==> src/rtl/vpu_pkg.sv <==
// Shared types for the VPU lane ALU: opcode encoding, FSM states and shifter type codes.
package vpu_pkg;

  typedef enum logic [3:0] {
    OP_PASS = 4'd0,
    OP_ADD  = 4'd1,
    OP_SUB  = 4'd2,
    OP_AND  = 4'd3,
    OP_OR   = 4'd4,
    OP_XOR  = 4'd5,
    OP_SLT  = 4'd6,
    OP_MAX  = 4'd7,
    OP_MIN  = 4'd8,
    OP_SLL  = 4'd9,
    OP_SRL  = 4'd10,
    OP_SRA  = 4'd11,
    OP_MUL  = 4'd12,
    OP_MULH = 4'd13
  } vpu_alu_op_t;

  typedef enum logic {
    ST_IDLE = 1'b0,
    ST_MUL  = 1'b1
  } alu_state_t;

  localparam logic [1:0] SH_SLL = 2'b00;
  localparam logic [1:0] SH_SRL = 2'b10;
  localparam logic [1:0] SH_SRA = 2'b11;

endpackage

==> src/rtl/vpu_bshifter.sv <==
// Combinational barrel shifter: type 00/01 SLL, 10 SRL, 11 SRA (fills with data MSB).
// Zero latency, no flow control.
module vpu_bshifter #(
  parameter int XLEN = 16
) (
  input  logic [1:0]              sh_type_i,
  input  logic [XLEN-1:0]         data_i,
  input  logic [$clog2(XLEN)-1:0] shamt_i,
  output logic [XLEN-1:0]         res_o
);

  always_comb begin
    case (sh_type_i)
      2'b10:   res_o = data_i >> shamt_i;
      2'b11:   res_o = $signed(data_i) >>> shamt_i;
      default: res_o = data_i << shamt_i;
    endcase
  end

endmodule

==> src/rtl/vpu_alu_pipe.sv <==
// Lane ALU with single-entry output register: 1-cycle ops in 1 cycle, MUL/MULH in XLEN+1 cycles.
// Stalled output holds result and drops in_ready; no accepts while the multiplier iterates.
module vpu_alu_pipe
  import vpu_pkg::*;
#(
  parameter int XLEN = 16
) (
  input  logic            clk,
  input  logic            rst_n,
  input  logic            in_valid,
  output logic            in_ready,
  input  logic [3:0]      op,
  input  logic            unsign,
  input  logic [XLEN-1:0] ds1,
  input  logic [XLEN-1:0] ds2,
  output logic            out_valid,
  input  logic            out_ready,
  output logic [XLEN-1:0] result,
  output logic            gt,
  output logic            eq,
  output logic            busy
);

  localparam int SHW = $clog2(XLEN);
  localparam int PW  = 2 * XLEN;

  alu_state_t      state_q;
  logic            rdy_en_q;
  logic            out_valid_q, gt_q, eq_q;
  logic [XLEN-1:0] result_q;
  logic [SHW-1:0]  cnt_q;
  logic [PW-1:0]   acc_q, mcand_q;
  logic [XLEN-1:0] mplr_q;
  logic            neg_q, high_q, pgt_q, peq_q;

  logic            accept, is_mul, is_sub, sgn_diff, lt_c, gt_c, eq_c;
  logic            a_neg, b_neg, last;
  logic [1:0]      sh_type;
  logic [XLEN-1:0] addsub, sh_res, alu_res, a_mag, b_mag, mul_res;
  logic [PW-1:0]   acc_nxt, prod_fix;

  // Signed compare only differs from unsigned when the operand signs differ.
  assign sgn_diff = ds1[XLEN-1] ^ ds2[XLEN-1];
  assign lt_c     = (!unsign && sgn_diff) ? ds1[XLEN-1] : (ds1 < ds2);
  assign gt_c     = (!unsign && sgn_diff) ? ds2[XLEN-1] : (ds1 > ds2);
  assign eq_c     = (ds1 == ds2);

  assign is_sub = (op == OP_SUB);
  assign addsub = ds1 + (is_sub ? ~ds2 : ds2) + XLEN'(is_sub);

  assign sh_type = (op == OP_SRA) ? SH_SRA : (op == OP_SRL) ? SH_SRL : SH_SLL;

  vpu_bshifter #(.XLEN(XLEN)) u_shift (
    .sh_type_i (sh_type),
    .data_i    (ds1),
    .shamt_i   (ds2[SHW-1:0]),
    .res_o     (sh_res)
  );

  always_comb begin
    alu_res = '0;
    case (op)
      OP_PASS:               alu_res = ds1;
      OP_ADD, OP_SUB:        alu_res = addsub;
      OP_AND:                alu_res = ds1 & ds2;
      OP_OR:                 alu_res = ds1 | ds2;
      OP_XOR:                alu_res = ds1 ^ ds2;
      OP_SLT:                alu_res = XLEN'(lt_c);
      OP_MAX:                alu_res = gt_c ? ds1 : ds2;
      OP_MIN:                alu_res = lt_c ? ds1 : ds2;
      OP_SLL, OP_SRL, OP_SRA: alu_res = sh_res;
      default:               alu_res = '0;
    endcase
  end

  // Magnitudes are XLEN-bit unsigned, so abs(-2^(XLEN-1)) = 2^(XLEN-1) is exact.
  assign is_mul = (op == OP_MUL) || (op == OP_MULH);
  assign a_neg  = !unsign && ds1[XLEN-1];
  assign b_neg  = !unsign && ds2[XLEN-1];
  assign a_mag  = a_neg ? -ds1 : ds1;
  assign b_mag  = b_neg ? -ds2 : ds2;

  assign acc_nxt  = acc_q + (mplr_q[0] ? mcand_q : '0);
  assign prod_fix = neg_q ? -acc_nxt : acc_nxt;
  assign mul_res  = high_q ? prod_fix[PW-1:XLEN] : prod_fix[XLEN-1:0];
  assign last     = (cnt_q == SHW'(XLEN - 1));

  assign in_ready = rdy_en_q && (state_q == ST_IDLE) && (!out_valid_q || out_ready);
  assign accept   = in_valid && in_ready;

  always_ff @(posedge clk or negedge rst_n) begin
    if (!rst_n) begin
      state_q     <= ST_IDLE;
      rdy_en_q    <= 1'b0;
      out_valid_q <= 1'b0;
      result_q    <= '0;
      gt_q        <= 1'b0;
      eq_q        <= 1'b0;
      cnt_q       <= '0;
      acc_q       <= '0;
      mcand_q     <= '0;
      mplr_q      <= '0;
      neg_q       <= 1'b0;
      high_q      <= 1'b0;
      pgt_q       <= 1'b0;
      peq_q       <= 1'b0;
    end else begin
      rdy_en_q <= 1'b1;
      if (out_valid_q && out_ready) out_valid_q <= 1'b0;
      case (state_q)
        ST_IDLE: begin
          if (accept) begin
            if (is_mul) begin
              state_q <= ST_MUL;
              cnt_q   <= '0;
              acc_q   <= '0;
              mcand_q <= {{XLEN{1'b0}}, a_mag};
              mplr_q  <= b_mag;
              neg_q   <= a_neg ^ b_neg;
              high_q  <= (op == OP_MULH);
              pgt_q   <= gt_c;
              peq_q   <= eq_c;
            end else begin
              result_q    <= alu_res;
              gt_q        <= gt_c;
              eq_q        <= eq_c;
              out_valid_q <= 1'b1;
            end
          end
        end
        ST_MUL: begin
          acc_q   <= acc_nxt;
          mcand_q <= mcand_q << 1;
          mplr_q  <= mplr_q >> 1;
          cnt_q   <= cnt_q + SHW'(1);
          if (last) begin
            result_q    <= mul_res;
            gt_q        <= pgt_q;
            eq_q        <= peq_q;
            out_valid_q <= 1'b1;
            state_q     <= ST_IDLE;
          end
        end
        default: state_q <= ST_IDLE;
      endcase
    end
  end

  assign out_valid = out_valid_q;
  assign result    = result_q;
  assign gt        = gt_q;
  assign eq        = eq_q;
  assign busy      = (state_q == ST_MUL);

endmodule

==> config.mk <==
export PLATFORM = sky130hd
export DESIGN_NAME = vpu_alu_pipe
export DESIGN_NICKNAME = d
export VERILOG_FILES = /design/src/rtl/vpu_pkg.sv /design/src/rtl/vpu_bshifter.sv /design/src/rtl/vpu_alu_pipe.sv
export SDC_FILE = /design/constraint.sdc
export NUM_CORES = 1
export LEC_CHECK = 0
export ABC_AREA = 1
export CELL_PAD_IN_SITES_DETAIL_PLACEMENT = 1
export CELL_PAD_IN_SITES_GLOBAL_PLACEMENT = 1
export CORE_ASPECT_RATIO = 1.25
export CORE_MARGIN = 2
export CORE_UTILIZATION = 40
export DETAILED_ROUTE_END_ITERATION = 8
export PLACE_DENSITY = 0.87
export SYNTH_ARGS = -nofsm -noshare
export SYNTH_HDL_FRONTEND = slang
export SYNTH_HIERARCHICAL = 1
export SYNTH_SLANG_ARGS = --single-unit
==> constraint.sdc <==
create_clock -name clk -period 3.4 [get_ports clk]
set_clock_uncertainty 0.2 [all_clocks]
set_input_delay 0.68 -clock clk [delete_from_list [all_inputs] [get_ports clk]]
set_output_delay 0.68 -clock clk [all_outputs]
set_load 0.03 [all_outputs]
==> metrics.md <==
| Metric | Value |
|---|---|
| Outcome | finished, violations left |
| Failing checks | negative setup slack |
| Pre-CTS WS | -0.6593 ns |
| Most used cell, CP | nand2_1 |
| DP Wirelength | 50,250 microns |
| Max-slew violations | 0 |
| Final Hold Fails | 0 |
| Antenna cell count | 0 |
| Sequential share of the synthesized area | 20.92% |
| Count leader, synth | nand2_1 |
| Worst-path clk slew | 0.11 ns |
| Total Wirelength | 78,720 microns |
| Top cell type's share of synthesized area | 20.92% |
| Fin worst setup slack | -0.7465 ns |
| Worst R2R End | result[11] |
| Post-Syn Instances | 2,132 |
| Seq. cell area | 2730 sq um |
| Num ports | 62 |
| Average wire per standard cell | 26.59 microns |
| Reg2reg start | mplr_q[0] |
| Final setup fails | 18 |
| H-tree depth | 3 |
| Final std cells w/o fill | 2,960 |
| Hold bufs inserted after CTS | 0 |
| # fillers | 4,289 |
| Worst Path Buf+Inv | 5 |
| Data arrival, critical path | 4.28 ns |
| Final Net Count | 2,683 |
| Slew margin rel. | 18.54% |
| Setup crit end kind | flip-flop |
| Total CTS buffers | 9 |
| Critical path's largest stage delay | 0.48 ns |
| Clock buffer depth | 2 |
| Detailed Routing Iterations Pass 1 | 8 |
| CP max FO | 15 |
| Fin crit share | 122.0% |
| Iteration-0 DRC count of the detailed router | 1,710 |
| Worst hold path type | input port to async pin |
| GRT Util Overall | 41.13% |
| Layout area overhead | 40.90% |
| Initial antenna violation count | 1 |
| Asr flop ratio synth | 100.0% |
| Setup crit start | mplr_q[0] |
| Ratio of cells with drive above 1 in the final layout | 28.89% |
| Pwr Density | 637.0 nW/um^2 |
| DP Cell Count | 2,899 |
| Post-Syn Area per Cell | 6.115 sq um |
| Post-synthesis register bit count | 109 |
| Antenna Nets Post-Route | 0 |
| Largest cells by area after synthesis | dfrtp_1 21%, nand2_1 20%, ha_1 9.3%, inv_1 8.8%, nand3_1 7.5% |
| GRT Residual Overflow | 0 |
| Power, Total | 11.70 mW |
| CP top delay family | simple AND/OR/NAND/NOR gates |
| RD Place Congestion | 1.052 |
| CP max-delay cell | dfrtp_2 |
| Skew-Pair Late Insertion Delay | 0.41 ns |
| Sw frac | 55.38% |
| Most frequent cells after synthesis | 690 x nand2_1, 307 x inv_1, 195 x nand3_1, 136 x nor2_1, 110 x o21ai_0 |
| Cell-by-cell trace of the critical path | buf_12, nand2_1, inv_1, ha_4, buf_4, nand2_2, inv_1, nand2_1, nand2_1, nand2_1, nand2_1, inv_1, nand4_1, nand2_2, nand2_1, nor2_2, nand3_4, nand2_4, nand2_1, nand2_1, nand3_1, nand2_1, nand2_2, a21oi_2 |
| Clk pwr share | 10.9% |
| Switching pwr | 6.481 mW |
| Power Internal | 5.221 mW |
| Slew of the pin with the lowest slew margin | 1.221 ns |
| Vias | 18,280 |
| First-pass GRT wire length | 106,300 microns |
| Die Ht | 205.8 microns |
| Port Buffers | 61 |
| Core area | 31,970 sq um |
| CTS tree | yes |
| F_max | 241.2 MHz |
| Worst EP required | 3.53 ns |
| CP startpoint kind | flip-flop |
| Multi-input gate area | 9804 sq um |
| Clock root buffer | clkbuf_16 |
| Cell taking the most area after synthesis | dfrtp_1 |
| Crit Path Category | flip-flop to flip-flop |
| Vias per cell | 6.176 |
| Die W | 165.5 microns |
| Maxcap violations | 0 |
| Comb pwr share | 69.1% |
| Die area | 34,060 sq um |
| Num rows | 73 |
| Syn_nets | 2,272 |
| RSZ-0062 raised after global routing | true |
| Initial Util | 40.78% |
| Seq pwr share | 20.0% |
| Post-layout util | 57.46% |
| Clock sinks | 109 |
| Leak | 9.542 nW |
| Netlist Area Pre-Place | 13,040 sq um |
| Distinct cells, synth | 59 |
| Crit path time final | 4.146 ns |
| Reg2Reg Depth | 24 |
| Drt drc | 0 |
| Post-synth EDFFs | 0 |
| Post-synth top flop | dfrtp_1 |
| Syn. warnings | 6 |
| FF-to-FF setup slack | -0.75 ns |
| VDD IR max | 0.4102 mV |
| Largest net degree at the start of global routing | 65 |
| Vias in the first global route | 18,850 |
[flip-flops by register name, summed over array words and instances (netlist names), 4 cells and up]
name / count
acc_q: 32
mcand_q: 32
mplr_q: 16
cnt_q: 4
result: 16
[layout make-up]
cell class | count | area share, %
multi-input cells | 1640 | 53.37
repair buffers | 467 | 20.64
flip-flops and latches | 109 | 14.86
inverters | 316 | 6.532
well taps | 412 | 2.806
clock buffers | 11 | 1.376
clock inverters | 5 | 0.4087
[power by group through the flow]
stage | Combinational, mW | Clock [mW] | Sequential (mW)
after floorplan | 3.20 | 0 | 2.21
after global placement | 5.52 | 0 | 2.11
after detailed placement | 5.86 | 0 | 2.16
after CTS | 6.39 | 1.21 | 2.19
after global routing | 8.41 | 1.29 | 2.34
final | 8.09 | 1.27 | 2.34
[metrics by stage]
stage          instance area (sq um)  TNS (ns)  hold WS [ns]
2_1_floorplan                  13040         0        0.1844
3_3_place_gp                   16560    -13.09        0.2637
3_5_place_dp                   16560    -17.00        0.2796
4_1_cts                        17510   -0.2809        0.1904
5_1_grt                        18370    -11.03        0.2023
6_report                       18370    -9.432        0.1601
[repair_timing]
item	4_1_cts	5_1_grt
pin swaps	37	60
cloned	1	1
setup buffers	17	26
gates resized for setup	135	182
endpoints found under the setup margin	33	18
[layout by cell type (no fill, tap or decap), types with 11 or more instances in the layout]
master             n
nand2_1          599
buf_4            389
inv_1            288
nand3_1          175
dfrtp_1          107
nor2_1           102
o21ai_0           94
nand2_2           93
a21oi_1           75
ha_1              74
clkdlybuf4s50_1   55
xor2_1            38
a21oi_2           29
nor2_2            28
nand2_4           28
nor3_1            26
nand3_2           26
nor2_4            25
o211ai_1          25
nand4_1           24
o22ai_1           23
inv_2             21
ha_4              21
o21ai_1           20
nand3b_1          12
a22oi_1           11
[cell families after synthesis]
group,after synthesis,share of synthesized area (%)
XOR/XNOR,40,2.745
adder cells (fa/ha/maj),99,9.616
AO/OA/AOI/OAI,340,15.57
other,1,0.02876
AND/OR/NAND/NOR,1159,38.65
flip-flops,109,20.92
buffers and inverters,384,12.48
[how the worst max path moves through the flow]
stage	to	slack, ns	cells after the start
3_3_place_gp	result[13]	-0.58	18
4_1_cts	result[12]	-0.07	22
3_5_place_dp	result[13]	-0.66	19
5_1_grt	result[11]	-0.91	24
6_report	result[11]	-0.75	24
2_1_floorplan	result[12]	0.05	24
[per-layer routing]
layer | track usage (%) | part of all wire (%) | up-vias
met5 | 0 | 0.017 | -
met4 | 34.05 | 11 | 2
met3 | 7.660 | 8.8 | 583
met2 | 70.72 | 46 | 1144
met1 | 43.20 | 34 | 8826
li1 | - | - | 7727
(Power assumes the default switching activity.)
==> edit, RTL diff (same flow settings) <==
`XLEN` is set to 16 in 2 places; all go to 8.
--- a/src/rtl/vpu_bshifter.sv
+++ b/src/rtl/vpu_bshifter.sv
@@ -3,3 +3,3 @@
 module vpu_bshifter #(
-  parameter int XLEN = 16
+  parameter int XLEN = 8
 ) (
--- a/src/rtl/vpu_alu_pipe.sv
+++ b/src/rtl/vpu_alu_pipe.sv
@@ -5,3 +5,3 @@
 #(
-  parameter int XLEN = 16
+  parameter int XLEN = 8
 ) (
Ports: changed (resized ds1, ds2 and result); port bits go from 62 to 38. The function was not compared with the original's and may differ.
==> edit against the original RTL <==
- design area shrank 57%
- worst hold slack better by 0.076 ns
- wire length down 68%
- power down 59%
- worst setup slack improved by 0.94 ns
- sequential cell count decreased by 49
- count of clock-buffer cells in the layout down 1
- critical endpoint is now result[2]$_DFFE_PN0P_
- critical path type is now input port to flop
- synthesized area is 51% lower
- clock power decreased by 26%
==> edit: results (changes against the original RTL) <==
[critical_path]
cpLargestDelayFamily = buffers and inverters
crit_arrival_ns = 3.23  ; -1.05 ns
cpMaxStageDelayCell = clkdlybuf4s50_1
critPathMaxFanout = 4  ; -11

[cts]
post-cts-setup-buffers = 0  ; -17
clk_pin_slew_worst_paths_ns = 0.06  ; -0.05 ns
worstSkewPairLatency_ns = 0.34  ; -0.07 ns

[final_layout]
n_all_inverters = 133  ; -58%
clockNetworkAreaShare = 0.03849  ; +0.02064
drive_gt1_frac = 0.1418  ; -0.1470
seq_cell_count = 60  ; -45%
nNonClkBuffers = 118  ; -75%
nNetsFinal = 1193  ; -56%
syn_to_final_growth_pct = 22.98
multi_input_area_share = 0.5442  ; +0.01052
num_antenna_cells = 1  ; +1
reg_top3 = acc_q x16, mcand_q x16
num-multi-input-gates = 794  ; -52%
register_area_sq_mm = 0.001501  ; -45%

[placement]
place_inst = 1317  ; -55%
place_congestion = 0.9177  ; -13%
place_area_sq_mm = 0.007505  ; -55%
port_buffers = 37  ; -39%
pre_cts_ws_ns = -0.2595  ; +0.3997 ns
dp_hpwl_microns = 19090  ; -62%

[floorplan]
num_tap_cells = 212  ; -49%

[drt]
top_layer = met4
wl_met3_microns = 988  ; -86%
dr.pass1.iters = 5  ; -3
routed_wl_microns = 25050  ; -68%
vias_per_cell = 5.595  ; -9.4%
met1_length_microns = 9309  ; -65%
dr_total_vias = 7464  ; -59%

[global_routing]
grt_max_degree = 40  ; -38%
gr-usage-all-layers = 0.3030  ; -0.1083
grt_pass1_vias = 7986  ; -58%
grt_pass1_wl_microns = 40430  ; -62%

[power]
ir_drop_mv = 0.3163  ; -23%

[synth]
yosysUniqueCellTypes = 46  ; -22%
syn_nets = 1087  ; -52%
synthTopCellsByArea = dfrtp_1 (24%), nand2_1 (20%), ha_1 (9.8%), inv_1 (7.1%), nand3_1 (6.3%)
synthTopCellsByCount = nand2_1 (336), inv_1 (121), nand3_1 (80)
syn_avg_cell_area_sq_um = 6.308  ; +3.2%

[sta]
max_slew.worst_pin.slew_ns = 0.8535  ; -0.3671 ns
setup_slack_ns = 0.1909  ; +0.9374 ns

[outcome]
outcome = complete, no violations

[edit: worst reg2reg max path, delay by kind of cell, from the launching register on]
kind	cells	cell delay [ns]
xor+xnor	1	0.30
simple gates	11	1.27
flops	1	0.38
compound gates	1	0.14
buf+inv	3	0.35
fa+ha+maj	1	0.41
[edit: routing by layer]
layer / up-vias / GRT usage
li1: 3494 / -
met1: 3620 / 0.3385
met2: 245 / 0.5474
met3: 105 / 0.03467
met4: 0 / 0.1600
met5: - / 0
[edit: what timing repair did]
action | in CTS | in global routing
endpoints found under the setup margin | 0 | 5
resized for setup | 0 | 7
hold endpoints to repair | 0 | 0
[edit: kinds of logic (layout without fill, tap and decap cells)]
kind of cell    Yosys count  after routing  share of synthesized area
buf+inv                 156            267                    0.09957
fa+ha+maj                52             52                     0.1045
xor+xnor                 18             18                    0.02474
other cells               1              2                  0.0005886
flops                    60             60                     0.2357
simple gates            553            553                     0.3773
compound gates          170            170                     0.1577
[edit: final timing paths]
kind / start / endpoint / slack, ns / depth (start not counted)
min: rst_n / acc_q[15]$_DFFE_PN0P_ / 0.24 / 1
min in group clk: acc_q[10]$_DFFE_PN0P_ / acc_q[10]$_DFFE_PN0P_ / 0.30 / 2
max: op[1] / result[2]$_DFFE_PN0P_ / 0.19 / 13
min reg2reg: acc_q[10]$_DFFE_PN0P_ / acc_q[10]$_DFFE_PN0P_ / 0.30 / 2
max reg2reg: mplr_q[0]$_DFFE_PN0P_ / result[7]$_DFFE_PN0P_ / 0.27 / 17
max in group asynchronous: rst_n / mplr_q[2]$_DFFE_PN0P_ / 2.11 / 2
[edit: report_power, final]
part	switching [mW]	internal, mW
sequential	0.233	0.964
clock	0.356	0.587
combinational	1.78	0.919
total	2.37	2.47
